$ cat src/rtl/mips_pkg.sv
`default_nettype none
// ---------------------------------------------------------------------------
// mips_pkg : forwarding select codes, hazard FSM states, register width
// Rev 1.0
// ---------------------------------------------------------------------------
package mips_pkg;

  localparam int NB_REG = 5;

  localparam logic [1:0] FWD_REG    = 2'b00;
  localparam logic [1:0] FWD_EX_MEM = 2'b01;
  localparam logic [1:0] FWD_MEM_WB = 2'b10;

  localparam int         STATE_W  = 1;
  localparam logic [0:0] ST_RUN   = 1'b0;
  localparam logic [0:0] ST_STALL = 1'b1;

endpackage
`default_nettype wire

$ cat src/rtl/forward_select.sv
`default_nettype none
// ---------------------------------------------------------------------------
// forward_select : compare/priority for one execute-stage operand
// Rev 1.0
// ---------------------------------------------------------------------------
module forward_select #(
  parameter int NB_REG = mips_pkg::NB_REG
) (
  input  logic [NB_REG-1:0] src_i,
  input  logic              src_used_i,
  input  logic              ex_mem_wr_i,
  input  logic [NB_REG-1:0] ex_mem_dest_i,
  input  logic              mem_wb_wr_i,
  input  logic [NB_REG-1:0] mem_wb_dest_i,
  output logic [1:0]        sel_o
);
  import mips_pkg::*;

  // The younger producer (EX/MEM) wins; $0 is never forwarded.
  always_comb begin
    sel_o = FWD_REG;
    if (src_used_i && ex_mem_wr_i && (ex_mem_dest_i == src_i) && (ex_mem_dest_i != '0)) begin
      sel_o = FWD_EX_MEM;
    end else if (src_used_i && mem_wb_wr_i && (mem_wb_dest_i == src_i) && (mem_wb_dest_i != '0)) begin
      sel_o = FWD_MEM_WB;
    end
  end

endmodule
`default_nettype wire

$ cat src/rtl/forward_unit.sv
`default_nettype none
// ---------------------------------------------------------------------------
// forward_unit : operand forwarding selects and load-use stall generation
// Rev 1.0
// ---------------------------------------------------------------------------
module forward_unit #(
  parameter int NB_REG = mips_pkg::NB_REG,
  parameter int NB_CNT = 16
) (
  input  logic              clk_i,
  input  logic              rst_n_i,
  input  logic              id_valid_i,
  input  logic [NB_REG-1:0] id_rs_i,
  input  logic [NB_REG-1:0] id_rt_i,
  input  logic              id_uses_rt_i,
  input  logic              id_reg_write_i,
  input  logic              id_mem_read_i,
  input  logic [NB_REG-1:0] ex_write_reg_i,
  input  logic              flush_i,
  output logic [1:0]        forward_signal_regA,
  output logic [1:0]        forward_signal_regB,
  output logic              stall_o,
  output logic [NB_CNT-1:0] stall_count_o
);
  import mips_pkg::*;

  logic              idex_valid_q,     idex_valid_d;
  logic [NB_REG-1:0] idex_rs_q,        idex_rs_d;
  logic [NB_REG-1:0] idex_rt_q,        idex_rt_d;
  logic              idex_uses_rt_q,   idex_uses_rt_d;
  logic              idex_reg_write_q, idex_reg_write_d;
  logic              idex_mem_read_q,  idex_mem_read_d;
  logic [NB_REG-1:0] exmem_dest_q,     exmem_dest_d;
  logic              exmem_wr_q,       exmem_wr_d;
  logic [NB_REG-1:0] memwb_dest_q,     memwb_dest_d;
  logic              memwb_wr_q,       memwb_wr_d;
  logic [STATE_W-1:0] state_q,         state_d;
  logic [NB_CNT-1:0] stall_cnt_q,      stall_cnt_d;
  logic              hazard;
  logic              bubble;

  // The load sitting in ID/EX resolves its destination in EX this cycle.
  assign hazard = idex_valid_q & idex_mem_read_q & (ex_write_reg_i != '0) & id_valid_i &
                  ((ex_write_reg_i == id_rs_i) | (id_uses_rt_i & (ex_write_reg_i == id_rt_i)));

  always_ff @(posedge clk_i or negedge rst_n_i) begin
    if (!rst_n_i) begin
      state_q <= ST_RUN;
    end else begin
      state_q <= state_d;
    end
  end

  always_comb begin
    state_d = ST_RUN;
    case (state_q)
      ST_RUN:   state_d = (hazard && !flush_i) ? ST_STALL : ST_RUN;
      ST_STALL: state_d = ST_RUN;
      default:  state_d = ST_RUN;
    endcase
  end

  always_comb begin
    stall_o = (state_q == ST_RUN) & hazard & ~flush_i;
  end

  always_comb begin
    bubble           = stall_o | flush_i;
    idex_valid_d     = bubble ? 1'b0 : id_valid_i;
    idex_rs_d        = bubble ? '0   : id_rs_i;
    idex_rt_d        = bubble ? '0   : id_rt_i;
    idex_uses_rt_d   = bubble ? 1'b0 : id_uses_rt_i;
    idex_reg_write_d = bubble ? 1'b0 : id_reg_write_i;
    idex_mem_read_d  = bubble ? 1'b0 : id_mem_read_i;
    exmem_dest_d     = ex_write_reg_i;
    exmem_wr_d       = idex_valid_q & idex_reg_write_q;
    memwb_dest_d     = exmem_dest_q;
    memwb_wr_d       = exmem_wr_q;
    stall_cnt_d      = (stall_o && (stall_cnt_q != '1)) ? stall_cnt_q + NB_CNT'(1) : stall_cnt_q;
  end

  always_ff @(posedge clk_i or negedge rst_n_i) begin
    if (!rst_n_i) begin
      idex_valid_q     <= 1'b0;
      idex_rs_q        <= '0;
      idex_rt_q        <= '0;
      idex_uses_rt_q   <= 1'b0;
      idex_reg_write_q <= 1'b0;
      idex_mem_read_q  <= 1'b0;
      exmem_dest_q     <= '0;
      exmem_wr_q       <= 1'b0;
      memwb_dest_q     <= '0;
      memwb_wr_q       <= 1'b0;
      stall_cnt_q      <= '0;
    end else begin
      idex_valid_q     <= idex_valid_d;
      idex_rs_q        <= idex_rs_d;
      idex_rt_q        <= idex_rt_d;
      idex_uses_rt_q   <= idex_uses_rt_d;
      idex_reg_write_q <= idex_reg_write_d;
      idex_mem_read_q  <= idex_mem_read_d;
      exmem_dest_q     <= exmem_dest_d;
      exmem_wr_q       <= exmem_wr_d;
      memwb_dest_q     <= memwb_dest_d;
      memwb_wr_q       <= memwb_wr_d;
      stall_cnt_q      <= stall_cnt_d;
    end
  end

  assign stall_count_o = stall_cnt_q;

  forward_select #(.NB_REG(NB_REG)) u_sel_a (
    .src_i         (idex_rs_q),
    .src_used_i    (1'b1),
    .ex_mem_wr_i   (exmem_wr_q),
    .ex_mem_dest_i (exmem_dest_q),
    .mem_wb_wr_i   (memwb_wr_q),
    .mem_wb_dest_i (memwb_dest_q),
    .sel_o         (forward_signal_regA)
  );

  forward_select #(.NB_REG(NB_REG)) u_sel_b (
    .src_i         (idex_rt_q),
    .src_used_i    (idex_uses_rt_q),
    .ex_mem_wr_i   (exmem_wr_q),
    .ex_mem_dest_i (exmem_dest_q),
    .mem_wb_wr_i   (memwb_wr_q),
    .mem_wb_dest_i (memwb_dest_q),
    .sel_o         (forward_signal_regB)
  );

endmodule
`default_nettype wire

$ cat config.mk
export PLATFORM = sky130hd
export DESIGN_NAME = forward_unit
export DESIGN_NICKNAME = d
export VERILOG_FILES = /design/src/rtl/mips_pkg.sv /design/src/rtl/forward_select.sv /design/src/rtl/forward_unit.sv
export SDC_FILE = /design/constraint.sdc
export NUM_CORES = 1
export LEC_CHECK = 0
export CAP_MARGIN = 10
export CORE_UTILIZATION = 30
export DETAILED_ROUTE_END_ITERATION = 16
export PLACE_DENSITY = 0.6
export SYNTH_ARGS = -nofsm -noshare
export SYNTH_HDL_FRONTEND = slang
export SYNTH_SLANG_ARGS = --single-unit
$ cat constraint.sdc
create_clock -name clk_i -period 2.6 [get_ports clk_i]
set_input_delay 0.26 -clock clk_i [delete_from_list [all_inputs] [get_ports clk_i]]
set_output_delay 0.26 -clock clk_i [all_outputs]
set_load 0.1 [all_outputs]
==> results of run 1 <==
registers in the layout, indices dropped and copies added (netlist names):
register,count
stall_count_o,16
exmem_dest_q,5
idex_rs_q,5
idex_rt_q,5
memwb_dest_q,5
exmem_wr_q,1
idex_mem_read_q,1
idex_reg_write_q,1
idex_uses_rt_q,1
idex_valid_q,1
memwb_wr_q,1
state_q,1
layout make-up:
type | count | share of cell area [%]
Timing Repair Buffer | 45 | 15.5
Inverter | 1 | 0.138
Clock buffer | 6 | 2.67
Multi-Input combinational cell | 129 | 36.4
Sequential cell | 43 | 39.5
Tap cell | 77 | 3.54
Clock inverter | 2 | 2.21
logic make-up (layout without fill, tap and decap cells):
| kind of cell | count (synthesis) | after routing | share of synthesized area (%) |
|---|---|---|---|
| AO/OA/AOI/OAI | 8 | 8 | 2.54 |
| XOR/XNOR | 43 | 43 | 18.7 |
| adder cells (fa/ha/maj) | 1 | 1 | 0.620 |
| buffers and inverters | 4 | 54 | 0.868 |
| flip-flops | 43 | 43 | 53.3 |
| multiplexers | 2 | 2 | 1.30 |
| AND/OR/NAND/NOR | 75 | 75 | 22.6 |
cell usage in the layout, fill, tap and decap left out, drive strengths merged, types with 4 or more instances in the layout:
master and instances:
nor2 4, clkbuf 6, nor3 6, nor4 4
xor2 16, and2 18, nand3 9, clkdlybuf4s50 20
xnor2 27, nand4 7, nand2 10, and3 5
buf 25, dfrtp 43, or4 5, o21ai 5
through the flow:
stage               utilization, %  instance area (µm²)  worst slack, ns  setup TNS [ns]
floorplan                        -                 2080          -0.0264         -0.0264
global placement              40.3                 2590            0.251               0
detailed placement            40.3                 2590            0.212               0
CTS                           42.4                 2720            0.131               0
global route                  42.4                 2720           0.0556               0
finish                        42.4                 2720            0.159               0
power by group through the flow:
stage	registers, mW	clock network [mW]	logic [mW]
final	0.710	0.597	0.136
after global routing	0.713	0.660	0.151
after CTS	0.710	0.621	0.140
after detailed placement	0.724	0	0.139
after global placement	0.723	0	0.139
after floorplan	0.725	0	0.0632
critical path: stages (launching register included):
cell	delay (ns)
dfrtp_1	0.41
or4_1	0.14
o21ai_0	0.17
or4_1	0.62
nor4_4	0.34
buf_12	0.21
path summary, 6_finish.rpt:
path	from	endpoint	slack [ns]	depth (start not counted)
worst max-delay path	memwb_dest_q[1]	forward_signal_regA[1]	0.16	5
worst min-delay path	rst_n_i	stall_count_o[4]	0.11	1
worst max register to register	stall_count_o[0]	stall_count_o[1]	0.18	7
min in group clk_i	exmem_wr_q	memwb_wr_q	0.44	0
worst min register to register	exmem_wr_q	memwb_wr_q	0.44	0
max in group asynchronous	rst_n_i	idex_valid_q	1.91	1
per-layer routing:
layer  vias up  part of all wire, %  GRT usage [%]  routed length [µm]
li1        707                    -              -                   -
met1       679                   45           16.8                1900
met2        32                   50           21.8                2120
met3         2                  4.5           3.46                 190
met4         0                 0.35           4.23                  15
met5         -                    0              0                   0
==> reports/results.ini, run 1 <==
[routing]
drt_first_pass_iters=10
drc=1
vias_per_cell=4.69
vias=1420
wirelength_um=4230
initialDrtViolationCount=58
ant_nets=0
wl_per_cell_um=14.0

[die]
dieArea_um2=7060
core_area_um2=6420
die_y_um=84.0
io_pins=43
die_w_um=84.0
rows=29
initial_utilization_pct=31.4

[final_layout]
layout.filler_cells=619
drive_above_1_share_pct=20.8
diodes=0
multi_input_area_um2=991
seqCellArea_um2=1080
nets=248
instances_no_fill=303
area_growth_pct=35.0

[clocking]
post_cts_buffers=0
clock-sinks=43
clkLatencyLatePin_ns=0.29
cts_tree=built
hold_buffers=0
cts_max_level=2
path_clk_slew_ns=0.08
numCtsBuffers=5
clockRootBuffer=clkbuf_8
cts_resized=0
cts_buffer_depth=2

[grt]
grt_usage_pct=13.2
grt_overflow=0
grt_first_pass_wirelength_um=7220
antenna_found_initial=0
first_global_vias=1496
grt_max_degree=44

[power]
seq_power_share_pct=49.2
p_per_area_nw_per_um2=530
p_clk_share_pct=41.4
ir_drop_v=0.000271
p_leak_nw=1.19
comb_power_share_pct=9.4
p_sw_share_pct=21.0
p_sw_uw=304
p_int_mw=1.14
power_mw=1.44

[synthesis]
syn_nets=199
netlist_area_um2=2020
synth_common_cells=43 x dfrtp_1, 27 x xnor2_1, 18 x and2_1, 16 x xor2_1, 10 x nand2_1
synth_area_per_cell_um2=11.5
async_flop_share_pct=100
synthCells=176
yosysMostFrequentCell=dfrtp_1
synth_ff_type=dfrtp_1
ys_seq_elements=43
yosysSeqAreaShare_pct=53.3
synth_top_area_share_pct=53.3
synth.largest_area_cell=dfrtp_1
synth_edf_count=0
yosysUniqueCellTypes=31
yosysWarnings=0
synthTopCellsByArea=dfrtp_1 53%, xnor2_1 12%, xor2_1 6.9%, and2_1 5.6%, nand3_1 2.2%

[timing]
maxSlewHeadroom_pct=37.5
final-hold-violation-count=0
clock.fmax_ghz=0.410
fin_crit_ns=2.44
finalClockSkew_ns=0.00735
hold_ws_ns=0.115
setup_viol=0
drv_slew=0
rsz0062_at_grt=false
min_period_over_period_pct=93.9
tightest_slew_ns=0.937

[placed_design]
dpl.hpwl_um=3310
port_buffers=42
placedCellCount=295
place.gp.congestion=0.761

[worst_setup_path]
end_kind=output pin
cp_max_fo=3
crit_arrival_ns=2.18
startpoint_type=register
required_ns=2.34
crit_type=reg -> out

[job]
drv_cap=0

[hold_path]
min_path_type=in -> async

[outcome]
status=finished with violations
violations=design-rule violations

(Power assumes the default switching activity.)
==> run 2: changes to the inputs <==
Settings changed: PLACE_DENSITY 0.6 to 0.52.
==> run 2 against run 1 <==
  * The run still ends with design-rule violations left
  * First-iteration DRC count down 24%
  * Global-route usage up 0.55 points
  * Setup slack worse by 0.014 ns
  * Hold slack worse by 0.014 ns
==> reports/results.ini, run 2 (synthesis gave the netlist of run 1 again) <==
[job]
drv_cap=0  ; unchanged

[timing]
final.setup.tns_ns=0  ; unchanged
rsz0062_at_grt=false
drv_slew=0  ; unchanged
setup_slack_ns=0.145  ; -0.0138 ns
hold_ws_ns=0.101  ; -0.0142 ns
maxSlewHeadroom_pct=37.5  ; -0.069 points
fin_crit_ns=2.45  ; +0.0138 ns
final-hold-violation-count=0  ; unchanged
clock.fmax_ghz=0.407  ; -0.56%
tightest_slew_ns=0.938  ; +0.00103 ns
min_period_over_period_pct=94.4  ; +0.53 points
finalClockSkew_ns=0.00448  ; -0.00287 ns
setup_viol=0  ; unchanged

[final_layout]
instances_no_fill=304  ; +0.33%
nets=249  ; +0.40%
stdcell_area_um2=2730  ; +0.28%
layout_commonest_cell=dfrtp_1
drive_above_1_share_pct=21.1  ; +0.35 points
area_growth_pct=35.4
largest_register_ffs=16  ; unchanged
final_cell_mix=43 x dfrtp_1, 27 x xnor2_1, 22 x buf_4
layout.filler_cells=623  ; +0.65%
diodes=0  ; unchanged
utilization_pct=42.5  ; +0.12 points

[worst_setup_path]
r2r_setup_slack_ns=0.50  ; +0.32 ns
timing.rr.end=stall_count_o[1]
crit_type=reg -> out
rr_worst_depth=7  ; unchanged
crit_chain=or4_1 > o21ai_0 > or4_1 > nor4_4 > buf_12
crit_arrival_ns=2.19  ; about the same
cp_top_family=simple AND/OR/NAND/NOR gates
startpoint_type=register
timing.critical_path.mode_cell=or4_1
end_kind=output pin
slowest_stage=or4_1
cp_num_buf_inv=1  ; unchanged
slowest_delay_ns=0.61  ; about the same
cp_max_fo=3  ; unchanged
required_ns=2.34  ; about the same
worstReg2RegStart=stall_count_o[0]

[power]
power_mw=1.47  ; +1.7%
p_per_area_nw_per_um2=538  ; +1.4%
comb_power_share_pct=9.4  ; about the same
p_sw_share_pct=22.3  ; +1.2 points
p_int_mw=1.14  ; about the same
ir_drop_v=0.000327  ; +21%
p_clk_share_pct=42.3  ; +0.9 points
seq_power_share_pct=48.3  ; -0.9 points
p_sw_uw=327  ; +7.7%
p_leak_nw=1.20  ; +0.40%

[grt]
antenna_found_initial=0  ; unchanged
grt_usage_pct=13.7  ; +0.55 points
first_global_vias=1483  ; -0.87%
grt_overflow=0  ; unchanged
busiest_layer=met2
use_met3_pct=2.87  ; -0.59 points
grt_max_degree=44  ; unchanged
grtUsageMet2_pct=22.9  ; +1.1 points
grt_use_met1_pct=17.1  ; +0.29 points
grt_first_pass_wirelength_um=7390  ; +2.4%

[routing]
vias_per_cell=4.70  ; +0.37%
drt_first_pass_iters=9  ; -1
drc=1  ; unchanged
vias=1430  ; +0.70%
wl_per_cell_um=14.3  ; +2.7%
initialDrtViolationCount=44  ; -24%
wirelength_um=4360  ; +3.0%
ant_nets=0  ; unchanged

[clocking]
post_cts_buffers=0  ; unchanged
path_clk_slew_ns=0.08  ; about the same
clkLatencyLatePin_ns=0.30  ; about the same
hold_buffers=0  ; unchanged
cts_buffer_depth=2  ; unchanged
cts_max_level=2  ; unchanged
cts_tree=built
clock-sinks=43  ; unchanged
numCtsBuffers=5  ; unchanged
clockRootBuffer=clkbuf_8
cts_resized=0  ; unchanged

[outcome]
violations=design-rule violations
status=finished with violations

[placed_design]
place.gp.congestion=0.723  ; -5.0%
placedCellCount=296  ; +0.34%
dpl.hpwl_um=3330  ; +0.70%
place_area_um2=2600  ; +0.29%
place_ws_ns=0.277  ; +0.0648 ns
port_buffers=42  ; unchanged

[die]
io_pins=43  ; unchanged
die_w_um=84.0  ; unchanged
core_area_um2=6420  ; unchanged
dieArea_um2=7060  ; unchanged
initial_utilization_pct=31.4  ; unchanged
die_y_um=84.0  ; unchanged
rows=29  ; unchanged

[hold_path]
min_path_type=in -> async

==> run 2: cell count changes in the layout (fill, tap and decap cells not counted), sizes merged <==
cell  previous run  this run
buf             25        26
==> run 2: per-layer routing <==
metal / routed length [µm] / vias up
li1: - / 702
met1: 1940 / 692
met2: 2190 / 28
met3: 154 / 8
met4: 75 / 0
met5: 0 / -
==> run 2: worst max path at each step <==
| stage | start | endpoint | slack (ns) | cells past startpoint |
|---|---|---|---|---|
| after floorplan | exmem_dest_q[1] | forward_signal_regA[1] | -0.03 | 4 |
| after global placement | ex_write_reg_i[1] | stall_o | 0.31 | 6 |
| after detailed placement | ex_write_reg_i[1] | stall_o | 0.28 | 6 |
| after CTS | memwb_dest_q[2] | forward_signal_regA[1] | 0.12 | 5 |
| after global routing | memwb_dest_q[2] | forward_signal_regA[1] | 0.06 | 5 |
| final | memwb_dest_q[2] | forward_signal_regA[1] | 0.15 | 5 |
==> run 2: final cells by class <==
cell class | instances | area, µm² | area share, %
Clock buffer | 6 | 72.6 | 2.66
Clock inverter | 2 | 60.1 | 2.20
Inverter | 1 | 3.75 | 0.137
Multi-Input combinational cell | 129 | 991 | 36.3
Sequential cell | 43 | 1080 | 39.4
Tap cell | 77 | 96.3 | 3.53
Timing Repair Buffer | 46 | 430 | 15.8
==> run 2: power groups by stage <==
stage                     logic, mW  clock network (mW)  registers [mW]
after floorplan              0.0632                   0           0.725
after global placement        0.141                   0           0.723
after detailed placement      0.141                   0           0.724
after CTS                     0.141               0.632           0.710
after global routing          0.153               0.663           0.713
final                         0.137               0.621           0.710
==> run 2: worst register-to-register path: stages, from the launching register on <==
cell	delay [ns]
dfrtp_1	0.42
ha_1	0.24
and3_1	0.20
and3_1	0.20
and4_1	0.19
nor3_1	0.19
and2_1	0.22
mux2_2	0.34
==> run 3: changes to the inputs <==
Settings changed: CELL_PAD_IN_SITES_DETAIL_PLACEMENT set to 1, CELL_PAD_IN_SITES_GLOBAL_PLACEMENT set to 2, PLACE_DENSITY 0.52 to 0.74.
==> run 3 against run 2 <==
  * The run still ends with design-rule violations left
  * Clock skew down 0.0014 ns
  * Register-to-register slack worse by 0.03 ns
  * Fmax down 0.25%
  * Largest cell class unchanged
  * Highest routed layer unchanged
==> reports/results.ini, run 3 (synthesis gave the netlist of run 1 again) <==
[timing]
drv_slew=0  ; unchanged
final.setup.tns_ns=0  ; unchanged
hold_ws_ns=0.0997  ; -0.00104 ns
finalClockSkew_ns=0.00312  ; -0.00137 ns
clock.fmax_ghz=0.406  ; -0.25%
fin_crit_ns=2.46  ; +0.00604 ns
setup_viol=0  ; unchanged
maxSlewHeadroom_pct=36.6  ; -0.82 points
rsz0062_at_grt=false
min_period_over_period_pct=94.6  ; +0.23 points
final-hold-violation-count=0  ; unchanged
setup_slack_ns=0.139  ; -0.00604 ns
tightest_slew_ns=0.951  ; +0.0124 ns

[die]
initial_utilization_pct=31.4  ; unchanged
io_pins=43  ; unchanged
die_w_um=84.0  ; unchanged
core_area_um2=6420  ; unchanged
rows=29  ; unchanged
dieArea_um2=7060  ; unchanged
die_y_um=84.0  ; unchanged

[clocking]
post_cts_buffers=0  ; unchanged
cts_buffer_depth=2  ; unchanged
clockRootBuffer=clkbuf_8
cts_tree=built
clkLatencyLatePin_ns=0.29  ; about the same
clock-sinks=43  ; unchanged
cts_max_level=2  ; unchanged
numCtsBuffers=5  ; unchanged
path_clk_slew_ns=0.08  ; about the same
hold_buffers=0  ; unchanged
cts_resized=0  ; unchanged

[grt]
busiest_layer=met2
grt_first_pass_wirelength_um=8050  ; +8.9%
grt_use_met1_pct=18.6  ; +1.6 points
grt_max_degree=44  ; unchanged
grt_overflow=0  ; unchanged
first_global_vias=1560  ; +5.2%
grt_usage_pct=15.2  ; +1.4 points
grtUsageMet2_pct=26.3  ; +3.4 points
use_met3_pct=3.46  ; +0.59 points
antenna_found_initial=0  ; unchanged

[outcome]
violations=design-rule violations
status=finished with violations

[worst_setup_path]
crit_type=reg -> out
required_ns=2.34  ; about the same
startpoint_type=register
cp_max_fo=3  ; unchanged
end_kind=output pin
crit_start=memwb_dest_q[1]
worstReg2RegStart=stall_count_o[0]
crit_arrival_ns=2.20  ; about the same

[routing]
ant_nets=0  ; unchanged
vias_per_cell=4.76  ; +1.2%
drc=3  ; +2
vias=1447  ; +1.2%
wl_per_cell_um=16.0  ; +11%
drt_first_pass_iters=9  ; unchanged
initialDrtViolationCount=76  ; +73%
wirelength_um=4850  ; +11%

[power]
ir_drop_v=0.000221  ; -32%
power_mw=1.46  ; -0.58%
p_leak_nw=1.20  ; about the same
p_per_area_nw_per_um2=534  ; -0.58%

[final_layout]
utilization_pct=42.5  ; unchanged
area_growth_pct=35.4  ; unchanged
final_cell_mix=43 x dfrtp_1, 27 x xnor2_1, 22 x buf_4
stdcell_area_um2=2730  ; unchanged
instances_no_fill=304  ; unchanged
nets=249  ; unchanged
largest_register_ffs=16  ; unchanged
layout_commonest_cell=dfrtp_1
drive_above_1_share_pct=21.1  ; unchanged
diodes=0  ; unchanged

[placed_design]
dpl.hpwl_um=3880  ; +16%
place_ws_ns=0.252  ; -0.0247 ns
place.gp.congestion=0.775  ; +7.1%
placedCellCount=296  ; unchanged
port_buffers=42  ; unchanged
place_area_um2=2600  ; unchanged

[hold_path]
min_path_type=in -> async

[job]
drv_cap=0  ; unchanged

run 3: cell counts in the layout (fill, tap and decap cells not counted):
No cell type changed its count.
run 3: cell type report:
class                   count  area, µm²
fillers                   707       3690
flip-flops and latches     43       1080
multi-input cells         129        991
repair buffers             46        430
well taps                  77       96.3
clock buffers               6       72.6
clock inverters             2       60.1
inverters                   1       3.75
run 3: path summary, 6_finish.rpt:
kind	depth (start not counted)	slack, ns	to
worst max-delay path	5	0.14	forward_signal_regA[1]
worst min-delay path	1	0.1	stall_count_o[10]
worst max register to register	7	0.47	stall_count_o[1]
worst min register to register	0	0.44	memwb_wr_q
max in group asynchronous	1	1.90	stall_count_o[11]
min in group clk_i	0	0.44	memwb_wr_q
run 3: worst max-delay path: stages (launching register included):
cell	delay (ns)
dfrtp_1	0.41
or4_1	0.14
o21ai_0	0.17
or4_1	0.62
nor4_4	0.34
buf_12	0.21
run 3: report_power, final:
group	switching (mW)	leakage (nW)	internal, mW
Clock	0.225	0.0654	0.384
Sequential	0.0219	0.562	0.689
Combinational	0.0720	0.570	0.0678
run 3: metal layers:
metal | up-vias | part of all wire (%)
met4 | 0 | 0.95
li1 | 703 | -
met2 | 24 | 52
met1 | 715 | 44
met5 | - | 0
met3 | 5 | 3.1
